`config.mk`:
```
export PLATFORM = sky130hd
export DESIGN_NAME = branch_resolver
export DESIGN_NICKNAME = d
export VERILOG_FILES = /design/src/rtl/branch_resolver.sv
export SDC_FILE = /design/constraint.sdc
export NUM_CORES = 1
export LEC_CHECK = 0
export ABC_AREA = 1
export BUFFER_PORTS_ARGS = -buffer_cell sky130_fd_sc_hd__buf_2
export CORE_MARGIN = 3
export CORE_UTILIZATION = 25
export DETAILED_ROUTE_END_ITERATION = 8
export PLACE_DENSITY = 0.37
export REMOVE_ABC_BUFFERS = 1
export SLEW_MARGIN = 0
export SYNTH_ARGS = -nofsm -noshare
export SYNTH_HDL_FRONTEND = slang
export SYNTH_SLANG_ARGS = --single-unit
```
`constraint.sdc`:
```
create_clock -name clk_i -period 7.9 [get_ports clk_i]
set_input_delay 1.58 -clock clk_i [delete_from_list [all_inputs] [get_ports clk_i]]
set_output_delay 1.58 -clock clk_i [all_outputs]
set_load 0.02 [all_outputs]
```
`src/rtl/branch_resolver.sv`:
```
// Queues jXX predictions from fetch and resolves them at execute: trains the predictor and issues a redirect on a mispredict.
// Define BRES_STATS_EN to build the branch/mispredict performance counters; otherwise both outputs read 0.
module branch_resolver #(
  parameter int DEPTH = 4,
  parameter int CNT_W = 32
) (
  input  logic             clk_i,
  input  logic             rst_n_i,
  input  logic             f_push_i,
  input  logic             f_taken_i,
  input  logic [63:0]      f_valC_i,
  input  logic [63:0]      f_valP_i,
  input  logic             e_pop_i,
  input  logic             e_Cnd_i,
  input  logic             squash_i,
  output logic             redirect_valid_o,
  output logic [63:0]      redirect_pc_o,
  output logic             train_valid_o,
  output logic             train_taken_o,
  output logic             train_mispredicted_o,
  output logic             full_o,
  output logic             empty_o,
  output logic             err_o,
  output logic [CNT_W-1:0] branch_cnt_o,
  output logic [CNT_W-1:0] mispred_cnt_o
);

  localparam int AW = $clog2(DEPTH);

  logic [AW:0]      wr_ptr, rd_ptr;
  logic [DEPTH-1:0] taken_mem;
  logic [63:0]      valc_mem [DEPTH];
  logic [63:0]      valp_mem [DEPTH];

  logic        pop_ok;
  logic        head_taken;
  logic        mispredict;
  logic        push_live;
  logic        push_ok;
  logic        push_err;
  logic        pop_err;

  assign empty_o = (wr_ptr == rd_ptr);
  assign full_o  = (wr_ptr[AW] != rd_ptr[AW]) && (wr_ptr[AW-1:0] == rd_ptr[AW-1:0]);

  assign head_taken = taken_mem[rd_ptr[AW-1:0]];
  assign pop_ok     = e_pop_i && !empty_o;
  assign mispredict = pop_ok && (head_taken != e_Cnd_i);

  assign train_valid_o        = pop_ok;
  assign train_taken_o        = e_Cnd_i;
  assign train_mispredicted_o = mispredict;

  // Pushes during a mispredict or the redirect cycle are wrong-path fetches: dropped silently.
  assign push_live = f_push_i && !squash_i && !mispredict && !redirect_valid_o;
  assign push_ok   = push_live && (!full_o || pop_ok);
  assign push_err  = push_live && full_o && !pop_ok;
  assign pop_err   = e_pop_i && empty_o && !squash_i;

  always_ff @(posedge clk_i or negedge rst_n_i) begin
    if (!rst_n_i) begin
      wr_ptr           <= '0;
      rd_ptr           <= '0;
      redirect_valid_o <= 1'b0;
      redirect_pc_o    <= '0;
      err_o            <= 1'b0;
    end else begin
      if (squash_i || mispredict) begin
        wr_ptr <= '0;
        rd_ptr <= '0;
      end else begin
        if (push_ok) wr_ptr <= wr_ptr + 1'b1;
        if (pop_ok)  rd_ptr <= rd_ptr + 1'b1;
      end
      redirect_valid_o <= mispredict && !squash_i;
      if (mispredict && !squash_i)
        redirect_pc_o <= e_Cnd_i ? valc_mem[rd_ptr[AW-1:0]] : valp_mem[rd_ptr[AW-1:0]];
      if (push_err || pop_err) err_o <= 1'b1;
    end
  end

  // Entry storage needs no reset; validity comes from the pointers.
  always_ff @(posedge clk_i) begin
    if (push_ok) begin
      taken_mem[wr_ptr[AW-1:0]] <= f_taken_i;
      valc_mem[wr_ptr[AW-1:0]]  <= f_valC_i;
      valp_mem[wr_ptr[AW-1:0]]  <= f_valP_i;
    end
  end

`ifdef BRES_STATS_EN
  logic [CNT_W-1:0] branch_cnt, mispred_cnt;

  always_ff @(posedge clk_i or negedge rst_n_i) begin
    if (!rst_n_i) begin
      branch_cnt  <= '0;
      mispred_cnt <= '0;
    end else if (!squash_i) begin
      if (pop_ok)     branch_cnt  <= branch_cnt + 1'b1;
      if (mispredict) mispred_cnt <= mispred_cnt + 1'b1;
    end
  end

  assign branch_cnt_o  = branch_cnt;
  assign mispred_cnt_o = mispred_cnt;
`else
  assign branch_cnt_o  = '0;
  assign mispred_cnt_o = '0;
`endif

endmodule

```
# Word level (Yosys, flattened, before mapping)
# Memory sizes are Yosys's and may differ from the RTL's.
# Index checks and enable logic that the tools add are counted.
dict set report word_totals {
  reg_bits 76
  ram_bits 512
  mem_count 2
  inputBits 135
  output_inout_bits 135
  word_cells 53
}
# name words word_bits read_ports rd_ports_with_merged_regs write_ports line_no
set mem_list {}
lappend mem_list {valc_mem 4 64 1 0 1 32} ;# logic [63:0] valc_mem [DEPTH];
lappend mem_list {valp_mem 4 64 1 0 1 33} ;# logic [63:0] valp_mem [DEPTH];
dict set report classes {
  n_reduce_logical 24
  n_lt_le_gt_ge 3
  add_sub_neg 2
  n_eq_ne 4
  muxes 12
}
# cell count
set op_table {}
lappend op_table {{$mux 64} 1}
lappend op_table {{$logic_and 1x1->1} 13}
lappend op_table {{$mux 3} 4}
lappend op_table {{$add 3x1->3 const B} 2}
lappend op_table {{$logic_not 1->1} 6}
lappend op_table {{$lt 2x3->1 const B} 2}
lappend op_table {{$bwmux 4} 1}
lappend op_table {{$mux 1} 4}
lappend op_table {{$reduce_bool 2->1} 2}
lappend op_table {{$eq 3x3->1} 1}
lappend op_table {{$logic_or 1x1->1} 3}
lappend op_table {{$bmux 1 s2} 1}
lappend op_table {{$demux 1 s2} 1}
lappend op_table {{$eq 2x2->1} 1}
lappend op_table {{$ge 2x1->1 const B} 1}
lappend op_table {{$ne 1x1->1} 2}

# Depth between registers and ports, before layout
# Gate-level depths: netlist of run 1.
dict set report depth {
  depth_word 10
  depth_mapped 12
}

# Worst setup path before layout of run 1
# Ideal clock, no wire load.
dict set report synth_timing {
  kind {input port to flip-flop}
  startpoint {input port e_Cnd_i}
  endpoint {register taken_mem[0], enable pin}
  cell_stages 7
  t_arrival_ns 7.496
  slack_ns -0.215
  required_time_ns 7.281
  cell_sequence {inv_1 nand2_1 nand2_1 nor2_1 nor2_1 nand3_1 nor2_1}
}
dict set report synth_between {
  elab_chain_len 6
}
# element line_no
set synth_lines {}
lappend synth_lines {{start: declaration} 14} ;# input logic e_Cnd_i,
lappend synth_lines {{$ne 1x1->1} 48} ;# assign mispredict = pop_ok && (head_taken != e_Cnd_i);
lappend synth_lines {{$logic_and 1x1->1} 48}
lappend synth_lines {{via train_mispredicted_o} 20} ;# output logic train_mispredicted_o,
lappend synth_lines {{$logic_not 1->1} 55} ;# assign push_live = f_push_i && !squash_i && !mispredict && !redirect_valid_o;
lappend synth_lines {{$logic_and 1x1->1 (2 in a row)} 55}
lappend synth_lines {{$logic_and 1x1->1} 56} ;# assign push_ok = push_live && (!full_o || pop_ok);
lappend synth_lines {{end signal: indexed assignment} 85} ;# taken_mem[wr_ptr[AW-1:0]] <= f_taken_i;
lappend synth_lines {{end: declaration} 31} ;# logic [DEPTH-1:0] taken_mem;
# The timed path passes the listed nets, and every way through them passes these cells.
# A chain may end at the register's enable or synchronous reset.

# Worst setup path in the final report of run 1
dict set report layout_timing {
  startpoint {register rd_ptr[0]}
  endpoint {memory valc_mem[3][25], enable pin}
}
dict set report layout_between {
  elab_chain_len 10
  word_cells_on_any_way 17
  cone_classes {eq/ne: 3; mux: 4; reduce/logical: 10}
}
# element line_no
set layout_lines {}
lappend layout_lines {{start: declaration} 30} ;# logic [AW:0] wr_ptr, rd_ptr;
lappend layout_lines {{start signal: assignment} 73} ;# if (pop_ok) rd_ptr <= rd_ptr + 1'b1;
lappend layout_lines {{$bmux 1 s2 / $eq 3x3->1 (equally long branches)} {46, 43}}
lappend layout_lines {{$mux 1 (not written as such) / $logic_not 1->1 (equally long branches)} {46, 47}}
lappend layout_lines {{$ne 1x1->1 / $logic_and 1x1->1 (equally long branches)} {48, 47}}
lappend layout_lines {{$logic_and 1x1->1} 48}
lappend layout_lines {{$logic_not 1->1} 55}
lappend layout_lines {{$logic_and 1x1->1 (2 in a row)} 55}
lappend layout_lines {{$logic_and 1x1->1 *} 56}
lappend layout_lines {{$mux 1 *} 84} ;# if (push_ok) begin
lappend layout_lines {{$mux 1 (not written as such) *} 86} ;# valc_mem[wr_ptr[AW-1:0]] <= f_valC_i;
lappend layout_lines {{end: declaration} 32}
# Every way passes the cells marked *; elsewhere a longest branch is shown, timed or not. The select of a mux whose other input is x is not followed.

==> results by group, run 1 <==
Detailed routing
  • Via Count: 14100
  • Vias per inst: 4.28
  • Post-route ant nets: 0
  • Initial DRC count: between 700 and 800
  • WL per Instance: around 19 um
  • Initial DRT Pass Iterations: 5
  • # DRC: 0
  • Final WL: around 63000 um

Logic synthesis
  • Synth Area per Inst: about 13 um2
  • Synth area leaders: edfxtp_1, dfrtp_1, nor2_1
  • Post-Syn Area: 23200 um2
  • Post-Syn Instances: around 1800
  • Seq cells post-synth: 588
  • YS warnings: 0
  • Area share of the leading cell type in the synthesized netlist: roughly 67%
  • Library cells used by synthesis: 28
  • Register area share after synthesis: between 70% and 80%
  • Area leader, netlist: edfxtp_1

Layout
  • Layout area overhead: 18.3%
  • Multi-input gate area: around 5100 um2
  • Fill cell count: between 9000 and 10000
  • Layout net count: roughly 2100
  • Layout cell share with drive strength beyond 1: 16.6%
  • FF/Latch Area: 17300 um2
  • Post-route cell area: 27500 um2
  • Final Non-Filler Cells: approximately 3300

Critical path
  • Worst Reg-to-Reg Cells: 11
  • Worst Path Required: around 8.1 ns
  • Slowest cell on crit path: dfrtp_4
  • Top delay family on crit path: simple AND/OR/NAND/NOR gates
  • Worst reg-to-reg setup slack: roughly 2.6 ns
  • Most Frequent Cell on Critical Path: nand2_1
  • Arrival time worst endpoint: about 5.6 ns
  • Cell chain of the critical path: inv_8 > nand2_1 > nand3_1 > nand2_1 > nand2_1 > nand2_1 > nor2_1 > nor2_1 > nand3_1 > nor2_4 > buf_4
  • Crit-path max FO: about 180
  • Worst Setup End Kind: flop
  • Max incr delay on CP: between 0.9 and 1 ns
  • FF-to-FF Start: rd_ptr[0]$_DFFE_PN0P_
  • R2R Path End: valc_mem[3][25]$_DFFE_PP_
  • Critical path type: reg2reg
  • Crit path buffers/inverters: 2
  • CP startpoint kind: flop

GRT
  • Vias in the first global route: approximately 14000
  • Largest net degree at the start of global routing: 197
  • Gr usage total: 12.7%
  • Grt ovf: 0
  • Global-route wire length before repair: roughly 90000 um
  • Initial antenna violation count: 35

Die
  • Initial Util: about a quarter
  • Core ar.: 91900 um2
  • Horiz. Die Dim: around 310 um
  • Die footprint: 96600 um2
  • Placement Rows: 111
  • Die height: 311 um
  • # IOs: 270

Timing
  • RSZ-0062 raised after global routing: false
  • Final hold violations: 0
  • Final period util: 67.5%
  • Setup Total Neg Slack: 0 ns
  • Worst Skew: 0.0188 ns
  • Tmin final: 5.33 ns
  • Worst slew pin tran: 1.05 ns
  • Peak Freq: approximately 190 MHz
  • Slew HR: 29.9%
  • Setup violations, final: 0
  • Hold_ws: approximately 0.49 ns
  • Slew Limit Fails: 0

Flow run
  • # Max-Cap Violations: 0

Place
  • Gpl congestion: ~0.70
  • I/O Buffers: a little over 200
  • Post-DP Area: between 20000 and 30000 um2
  • Placed cell count: around 3200
  • Post-DP HPWL: roughly 35000 um

Clock network
  • CTS max path bufs: 3
  • Clk slew on worst S/H paths: about 0.06 ns
  • CTS buffer count: between 60 and 70
  • CTS tree: done
  • H-tree depth: 3
  • CTS Hold Buffers Added: 0
  • Root buffer cell: clkbuf_16
  • Clock Latency Late Sink: ~0.6 ns
  • Clock Sinks: 588
  • Post-CTS setup buffers: 0
  • Post-CTS sizing: 0

Pwr
  • Power per cell area: ~350 nW/um2
  • Leakage Power: between 9 and 10 nW
  • Worst vdd ir: about 0.39 mV
  • Total power: between 9 and 10 mW

Run status
  • Run status: completed

Worst hold path
  • HP Start: err_o$_DFFE_PN0P_
  • Worst Hold Class: reg2reg
  • Hold Path End: err_o$_DFFE_PN0P_
  • Worst hold stages: 2
==> worst max path at each step <==
stage | startpoint | end | cells past startpoint
2_1_floorplan | rd_ptr[0]$_DFFE_PN0P_ | taken_mem[0]$_DFFE_PP_ | 10
3_5_place_dp | e_Cnd_i | valc_mem[3][48]$_DFFE_PP_ | 9
5_1_grt | rd_ptr[0]$_DFFE_PN0P_ | valc_mem[3][52]$_DFFE_PP_ | 11
6_report | rd_ptr[0]$_DFFE_PN0P_ | valc_mem[3][25]$_DFFE_PP_ | 11
3_3_place_gp | e_Cnd_i | valc_mem[3][52]$_DFFE_PP_ | 9
4_1_cts | rd_ptr[0]$_DFFE_PN0P_ | valc_mem[3][52]$_DFFE_PP_ | 11
==> per-stage QoR <==
stage,setup slack (ns),util (%)
after global placement,2.32,27.5
after floorplan,-5.83,-
after detailed placement,2.31,27.5
after CTS,2.49,29.9
after global routing,2.08,29.9
final,2.57,29.9
==> layout by cell type, fill, tap and decap left out, types with 2 or more instances in the layout <==
master       n
a21oi_2      9
clkbuf_8     5
buf_2      203
o211ai_1   131
diode_2      8
nand2_1     85
inv_8        2
nor2_4       4
buf_4       15
ha_1         5
inv_1       14
conb_1      64
nand4_1      3
clkinv_2     9
buf_12       5
clkbuf_16   71
bufinv_16    4
o21ai_0    257
clkinv_1    10
nor2_1     452
edfxtp_1   516
inv_6        4
clkbuf_1    21
a21oi_1     56
nand3_1      9
dfrtp_1     71
==> worst reg2reg max path, delay by kind of cell (launching register included) <==
kind	cells	cell delay [ns]
DFF	1	0.99
and+or+nand+nor	9	2.58
buffers and inverters	2	1.34
==> power breakdown <==
| part | switching, mW | internal, mW |
|---|---|---|
| logic | 1.82 | 0.749 |
| clock network | 1.23 | 1.84 |
| registers | 0.201 | 3.75 |
==> logic make-up (layout without fill, tap and decap cells) <==
logic type / count (synthesis) / after routing / share of synthesized area [%]
simple gates: 556 / 556 / 9.11
xor+xnor: 2 / 2 / 0.0754
fa+ha+maj: 5 / 5 / 0.269
other cells: 1 / 72 / 0.0161
compound gates: 455 / 455 / 11.4
flops: 588 / 588 / 74.5
buf+inv: 196 / 366 / 4.71
==> cells in the mapped netlist (all sizes together) <==
master,n
nor2,456
inv,17
xor2,1
a31oi,1
clkbuf,66
nand4,3
a21oi,65
nand2,86
o211ai,131
buf,113
nand3,9
xnor2,1
ha,5
dfrtp,72
conb,1
edfxtp,516
nor3,2
o21ai,258
==> registers in the layout, indices dropped and copies added, names as in the netlist <==
register	cells
redirect_valid_o	1
redirect_pc_o	64
wr_ptr	3
taken_mem	4
rd_ptr	3
valp_mem	256
valc_mem	256
err_o	1
==> cell type report <==
class,count,share of cell area (%)
flip-flops and latches,588,62.9
multi-input cells,1082,18.6
clock buffers,97,7.00
well taps,1243,5.66
repair buffers,223,4.47
clock inverters,29,0.970
inverters,17,0.296
diodes,8,0.0728
==> layer usage <==
metal,up-vias,GRT usage [%],wire [um],part of all wire [%]
met3,91,3.50,3600,5.7
met1,6892,17.1,28600,46
met2,318,20.0,29300,47
li1,6747,-,-,-
met5,-,0,101,0.16
met4,18,3.83,1050,1.7
(Power assumes the default switching activity.)
==> inputs of run 2 (changes only) <==
PLACE_DENSITY = 0.38   (was 0.37)
clock period = 4.76 ns   (was 7.9 ns; I/O delays follow)
==> run 2 against run 1 <==
Effect of this change: sequential cell count unchanged; first-iteration DRC count increased by 10%; clock skew increased by 0.0040 ns; count of clock-buffer cells in the layout increased by 6; highest routed layer unchanged; non-clock buffer count increased by 8; critical path type unchanged; combinational power increased by 70%.
==> results by group, run 2 (same netlist as run 1, synthesis figures left out) <==
Clock network
  • CTS Hold Buffers Added: 0
  • Root buffer cell: clkbuf_16
  • CTS max path bufs: 3
  • Post-CTS setup buffers: 0
  • Clk slew on worst S/H paths: approximately 0.05 ns
  • H-tree depth: 3
  • Post-CTS sizing: 0
  • Clock Latency Late Sink: 0.61 ns
  • CTS tree: done
  • Clock Sinks: between 500 and 600
  • CTS buffer count: 70

Timing
  • Slew HR: 23.3%
  • Fin worst setup slack: 1.27 ns
  • Tmin final: ~3.5 ns
  • RSZ-0062 raised after global routing: false
  • Peak Freq: ~290 MHz
  • Final period util: 73.2%
  • Worst slew pin tran: roughly 1.2 ns
  • Worst Skew: 0.0227 ns
  • Setup violations, final: 0
  • Final hold violations: 0
  • Slew Limit Fails: 0

Critical path
  • FF-to-FF Start: rd_ptr[1]$_DFFE_PN0P_
  • Crit path buffers/inverters: 3
  • Critical path type: reg2reg
  • Top delay family on crit path: simple AND/OR/NAND/NOR gates
  • Worst reg-to-reg setup slack: ~1.3 ns
  • Max incr delay on CP: ~0.56 ns
  • Crit-path max FO: between 100 and 150
  • CP startpoint kind: flop
  • Cell chain of the critical path: inv_8 > nand3_1 > nand2_1 > nand2_1 > nand2_1 > nor2_1 > nor2_1 > buf_4 > nand3_1 > nor2_4 > buf_4
  • Worst Reg-to-Reg Cells: 11
  • Slowest cell on crit path: nor2_4
  • R2R Path End: valc_mem[2][42]$_DFFE_PP_
  • Worst Path Required: 5.01 ns
  • Most Frequent Cell on Critical Path: nand2_1
  • Worst Setup End Kind: flop
  • Arrival time worst endpoint: roughly 3.7 ns

Die
  • Initial Util: between 20% and 30%
  • Die footprint: around 97000 um2
  • Placement Rows: between 100 and 150
  • Horiz. Die Dim: around 310 um
  • Die height: 311 um
  • Core ar.: a little over 90000 um2
  • # IOs: 270

Run status
  • Run status: completed

Detailed routing
  • Initial DRT Pass Iterations: 5
  • Post-route ant nets: 0
  • Final WL: around 63000 um
  • Vias per inst: roughly 4.3
  • WL per Instance: approximately 19 um
  • Initial DRC count: between 800 and 900
  • Via Count: 14200
  • # DRC: 0

Worst hold path
  • Worst Hold Class: in2async

Pwr
  • Leakage Power: approximately 9.6 nW
  • Power per cell area: around 580 nW/um2
  • Total power: about 16 mW
  • Worst vdd ir: 0.485 mV

Place
  • Dpl ws: ~1.2 ns
  • Post-DP HPWL: 36100 um
  • Gpl congestion: between 0.7 and 0.8
  • I/O Buffers: a little over 200

GRT
  • Met2 Resource Use GR: between 20% and 30%
  • Gr usage total: approximately an eighth
  • Vias in the first global route: roughly 14000
  • Initial antenna violation count: 25
  • Met3 usage: around 3.3%
  • Most Used Layer, Global Route: met2
  • Largest net degree at the start of global routing: approximately 260
  • GRT met1 Usage: between 10% and 20%
  • Global-route wire length before repair: around 95000 um
  • Grt ovf: 0

Flow run
  • # Max-Cap Violations: 0

Layout
  • Layout cell share with drive strength beyond 1: between 15 and 20%
  • Commonest non-fill, non-tap cell in the layout: edfxtp_1
  • Most frequent cells in the layout: edfxtp_1, nor2_1, o21ai_0
  • Layout area overhead: 19.1%
  • Fill cell count: about 9300
  • Layout net count: ~2100
## run 2: changes by cell type in the layout (fill, tap and decap cells not counted), moves of 2 or more
cell       before  now
clkbuf_16      71   73
buf_12          5   12
inv_6           4    6
clkbuf_1       21   27
diode_2         8    4
clkbuf_8        5    3
## run 2: report_power, final
part           switching, mW  internal, mW
registers              0.294          6.22
logic                   3.10          1.26
clock network           2.08          3.15
## run 2: final cells by class
type | instances | area, um2 | share of cell area, %
diodes | 4 | 10.0 | 0.0362
clock buffers | 103 | 1970 | 7.12
clock inverters | 27 | 270 | 0.977
inverters | 17 | 77.6 | 0.280
multi-input cells | 1082 | 5110 | 18.5
flip-flops and latches | 588 | 17300 | 62.5
well taps | 1243 | 1560 | 5.62
repair buffers | 231 | 1380 | 4.97
## run 2: routing by layer
layer / vias up / wire [um]
li1: 6760 / -
met1: 6985 / 29300
met2: 331 / 29200
met3: 108 / 3540
met4: 22 / 1320
met5: - / 135
## run 2: through the flow
step | area [um2] | util [%] | TNS [ns] | hold WS [ns] | cells
2_1_floorplan | 22400 | - | -5075.04 | 0.521 | 1687
3_3_place_gp | 25400 | 27.7 | 0 | 0.459 | 3161
3_5_place_dp | 25400 | 27.7 | 0 | 0.469 | 3161
4_1_cts | 27700 | 30.1 | 0 | 0.428 | 3291
5_1_grt | 27700 | 30.1 | 0 | 0.476 | 3291
6_report | 27700 | 30.1 | 0 | 0.443 | 3295
## run 2: worst max-delay path by stage
stage | cells past startpoint | from | slack, ns | to
2_1_floorplan | 10 | rd_ptr[0]$_DFFE_PN0P_ | -8.97 | taken_mem[0]$_DFFE_PP_
3_3_place_gp | 11 | rd_ptr[1]$_DFFE_PN0P_ | 1.12 | valc_mem[2][60]$_DFFE_PP_
3_5_place_dp | 11 | rd_ptr[1]$_DFFE_PN0P_ | 1.18 | valp_mem[2][60]$_DFFE_PP_
4_1_cts | 11 | rd_ptr[1]$_DFFE_PN0P_ | 1.17 | valc_mem[2][60]$_DFFE_PP_
5_1_grt | 11 | rd_ptr[1]$_DFFE_PN0P_ | 0.94 | valp_mem[2][35]$_DFFE_PP_
6_report | 11 | rd_ptr[1]$_DFFE_PN0P_ | 1.27 | valc_mem[2][42]$_DFFE_PP_
==> inputs of run 3 (changes only) <==
ABC_AREA = 0   (was 1)
clock period = 3.2 ns   (was 4.76 ns; I/O delays follow)
==> run 3 against run 2 <==
Effect of this change: die area fell by 0.88%; synthesized area fell by 0.89%; total power rose by 25%; sequential share of layout area fell by 0.46 points; cell count fell by 23%; register-to-register slack got worse by 0.60 ns; critical path depth fell by 6; setup slack got worse by 1.0 ns; combinational power fell by 33%; synthesized cell count fell by 44%; non-clock buffer count rose by 14; critical endpoint is now train_mispredicted_o; largest cell class unchanged.
==> results by group, run 3 <==
Die
  • Die height: about 310 um
  • Core ar.: roughly 91000 um2
  • Initial Util: 25.4%
  • Horiz. Die Dim: just over 300 um
  • # IOs: 270
  • Die footprint: between 90000 and 100000 um2
  • Placement Rows: between 100 and 150

Pwr
  • Sequential power share: a little under half
  • Internal: 15.1 mW
  • Power per cell area: ~720 nW/um2
  • Combinational Power Share: between 10 and 15%
  • Leakage Power: approximately 9.5 nW
  • Clk pwr share: between 30% and 40%
  • Sw frac: roughly 25%
  • Worst vdd ir: 0.338 mV
  • P_sw: between 5 and 6 mW

Place
  • Placed cell count: between 2000 and 2500
  • I/O Buffers: 205
  • Gpl congestion: between 0.6 and 0.7
  • Post-DP HPWL: about 32000 um

Critical path
  • Arrival time worst endpoint: between 2 and 2.5 ns
  • Worst reg-to-reg setup slack: around 0.67 ns
  • Critical path type: reg2out
  • FF-to-FF Start: rd_ptr[1]$_DFFE_PN0P_
  • CP startpoint kind: flop
  • Worst Setup End Kind: output pin
  • R2R Path End: valc_mem[0][45]$_DFFE_PP_
  • Worst Reg-to-Reg Cells: 7
  • Worst Path Required: 2.56 ns
  • Crit-path max FO: 6

Detailed routing
  • # DRC: 0
  • Met2 WL post-DR: about 27000 um
  • Wl on met1: between 20000 and 25000 um
  • Final WL: around 55000 um
  • Initial DRC count: roughly 450
  • Post-route ant nets: 0
  • Initial DRT Pass Iterations: 4
  • Routed wl met3: about 3500 um
  • Vias per inst: a little over 4
  • WL per Instance: about 22 um
  • Via Count: ~10000
  • DR top layer: met5

Timing
  • Worst slew pin tran: around 0.96 ns
  • Final hold violations: 0
  • Tmin final: about 2.9 ns
  • Hold_ws: around 0.12 ns
  • Slew HR: between 30% and 40%
  • Final period util: about 92%
  • RSZ-0062 raised after global routing: false
  • Worst Skew: 0.0173 ns
  • Setup violations, final: 0
  • Slew Limit Fails: 0
  • Peak Freq: 341 MHz

Clock network
  • Clk slew on worst S/H paths: around 0.06 ns
  • CTS buffer count: just over 70
  • Clock Sinks: 588
  • CTS tree: done
  • CTS max path bufs: 3
  • Post-CTS sizing: 0
  • Clock Latency Late Sink: ~0.60 ns
  • Root buffer cell: clkbuf_16
  • Post-CTS setup buffers: 0
  • H-tree depth: 3
  • CTS Hold Buffers Added: 0

Run status
  • Run status: completed

Layout
  • Fill cell count: 8728
  • Commonest non-fill, non-tap cell in the layout: edfxtp_1
  • FF/Latch Area: between 15000 and 20000 um2
  • Final Non-Filler Cells: 2527
  • Layout net count: approximately 1400
  • Layout cell share with drive strength beyond 1: 45.7%
  • Most frequent cells in the layout: edfxtp_1, buf_2, mux4_2
  • Layout area overhead: 21.1%
  • Multi-input gate area: slightly above 5000 um2

Logic synthesis
  • Post-synth ARST share: between 10 and 15%
  • Synth Area per Inst: approximately 23 um2
  • Post-Syn Area: approximately 23000 um2
  • Commonest cells post-synth: edfxtp_1, mux4_2, mux2_2
  • YS warnings: 0
  • Post-synth top flop: edfxtp_1
  • Seq cells post-synth: ~590
  • Library cells used by synthesis: 35
  • Post-synth EDFFs: 516
  • Post-Syn Instances: about 1000
  • Register area share after synthesis: 75.1%
  • Synth area leaders: edfxtp_1, mux4_2, dfrtp_1
  • Area share of the leading cell type in the synthesized netlist: around two thirds
  • Most common cell in the netlist: edfxtp_1
  • Area leader, netlist: edfxtp_1

GRT
  • Grt ovf: 0
  • Initial antenna violation count: 19
  • Gr usage total: 11.6%
  • Largest net degree at the start of global routing: just under 80
  • Global-route wire length before repair: 80500 um
  • Vias in the first global route: roughly 11000

Flow run
  • # Max-Cap Violations: 0

Worst hold path
  • Worst Hold Class: in2async
-- run 3: cell count changes after synthesis, sizes merged, moves of 16 or more --
cell    previous run  this run
nor2             456         8
mux2               0       129
o211ai           131         0
buf              113        97
nand2             86         1
mux4               0       128
clkbuf            66        12
o21ai            258         0
a21oi             65         0
-- run 3: area by class of cell --
| type | count | share of cell area (%) |
|---|---|---|
| flip-flops and latches | 588 | 62.1 |
| multi-input cells | 368 | 18.5 |
| clock buffers | 89 | 6.98 |
| repair buffers | 245 | 5.58 |
| well taps | 1176 | 5.28 |
| clock inverters | 42 | 1.41 |
| inverters | 8 | 0.108 |
| diodes | 11 | 0.0987 |
-- run 3: through the flow --
step	instance area, um2	TNS, ns	util, %	worst slack, ns	total power, mW
after global placement	25500	0	28.1	0.486	12.6
after CTS	27900	0	30.7	0.240	20.7
after global routing	27900	0	30.7	0.164	21.2
after detailed placement	25500	0	28.1	0.493	12.6
after floorplan	22500	-6584.88	-	-12.87	11.5
final	27900	0	30.7	0.271	20.2
-- run 3: cell families (layout without fill, tap and decap cells) --
| kind of cell | Yosys count | count (layout) | synth area share [%] |
|---|---|---|---|
| flip-flops | 588 | 588 | 75.1 |
| buffers and inverters | 117 | 384 | 3.62 |
| multiplexers | 262 | 262 | 19.7 |
| other | 1 | 75 | 0.0163 |
| adder cells (fa/ha/maj) | 5 | 5 | 0.272 |
| AND/OR/NAND/NOR | 22 | 22 | 0.538 |
| XOR/XNOR | 7 | 7 | 0.332 |
| AO/OA/AOI/OAI | 8 | 8 | 0.375 |
-- run 3: worst max path at each step --
stage                                      from                       end  slack [ns]  depth (start not counted)
final                     rd_ptr[1]$_DFFE_PN0P_      train_mispredicted_o        0.27                          5
after global routing      rd_ptr[1]$_DFFE_PN0P_      train_mispredicted_o        0.16                          5
after CTS                 rd_ptr[1]$_DFFE_PN0P_      train_mispredicted_o        0.24                          5
after detailed placement                e_Cnd_i  valc_mem[0][7]$_DFFE_PP_        0.49                          8
after global placement                  e_Cnd_i  valc_mem[0][7]$_DFFE_PP_        0.49                          8
after floorplan           rd_ptr[0]$_DFFE_PN0P_    taken_mem[0]$_DFFE_PP_      -12.87                          4
-- run 3: power by group through the flow --
stage	Clock [mW]	Sequential [mW]	Combinational (mW)
5_1_grt	8.56	9.46	3.17
4_1_cts	8.26	9.40	3.03
2_1_floorplan	0	10.1	1.35
3_5_place_dp	0	9.55	3.03
6_report	7.91	9.38	2.92
3_3_place_gp	0	9.54	3.02
-- run 3: critical path: stages (launching register included) --
cell	delay (ns)
dfrtp_4	0.53
xor2_2	0.36
o31ai_4	0.11
buf_4	0.17
nor3_1	0.30
buf_2	0.24
-- run 3: routing by layer --
metal  vias up  global-route usage [%]
met4        12                    3.21
met3        97                    3.55
li1       4580                       -
met1      5525                    15.1
met2       272                    18.7
met5         -                       0
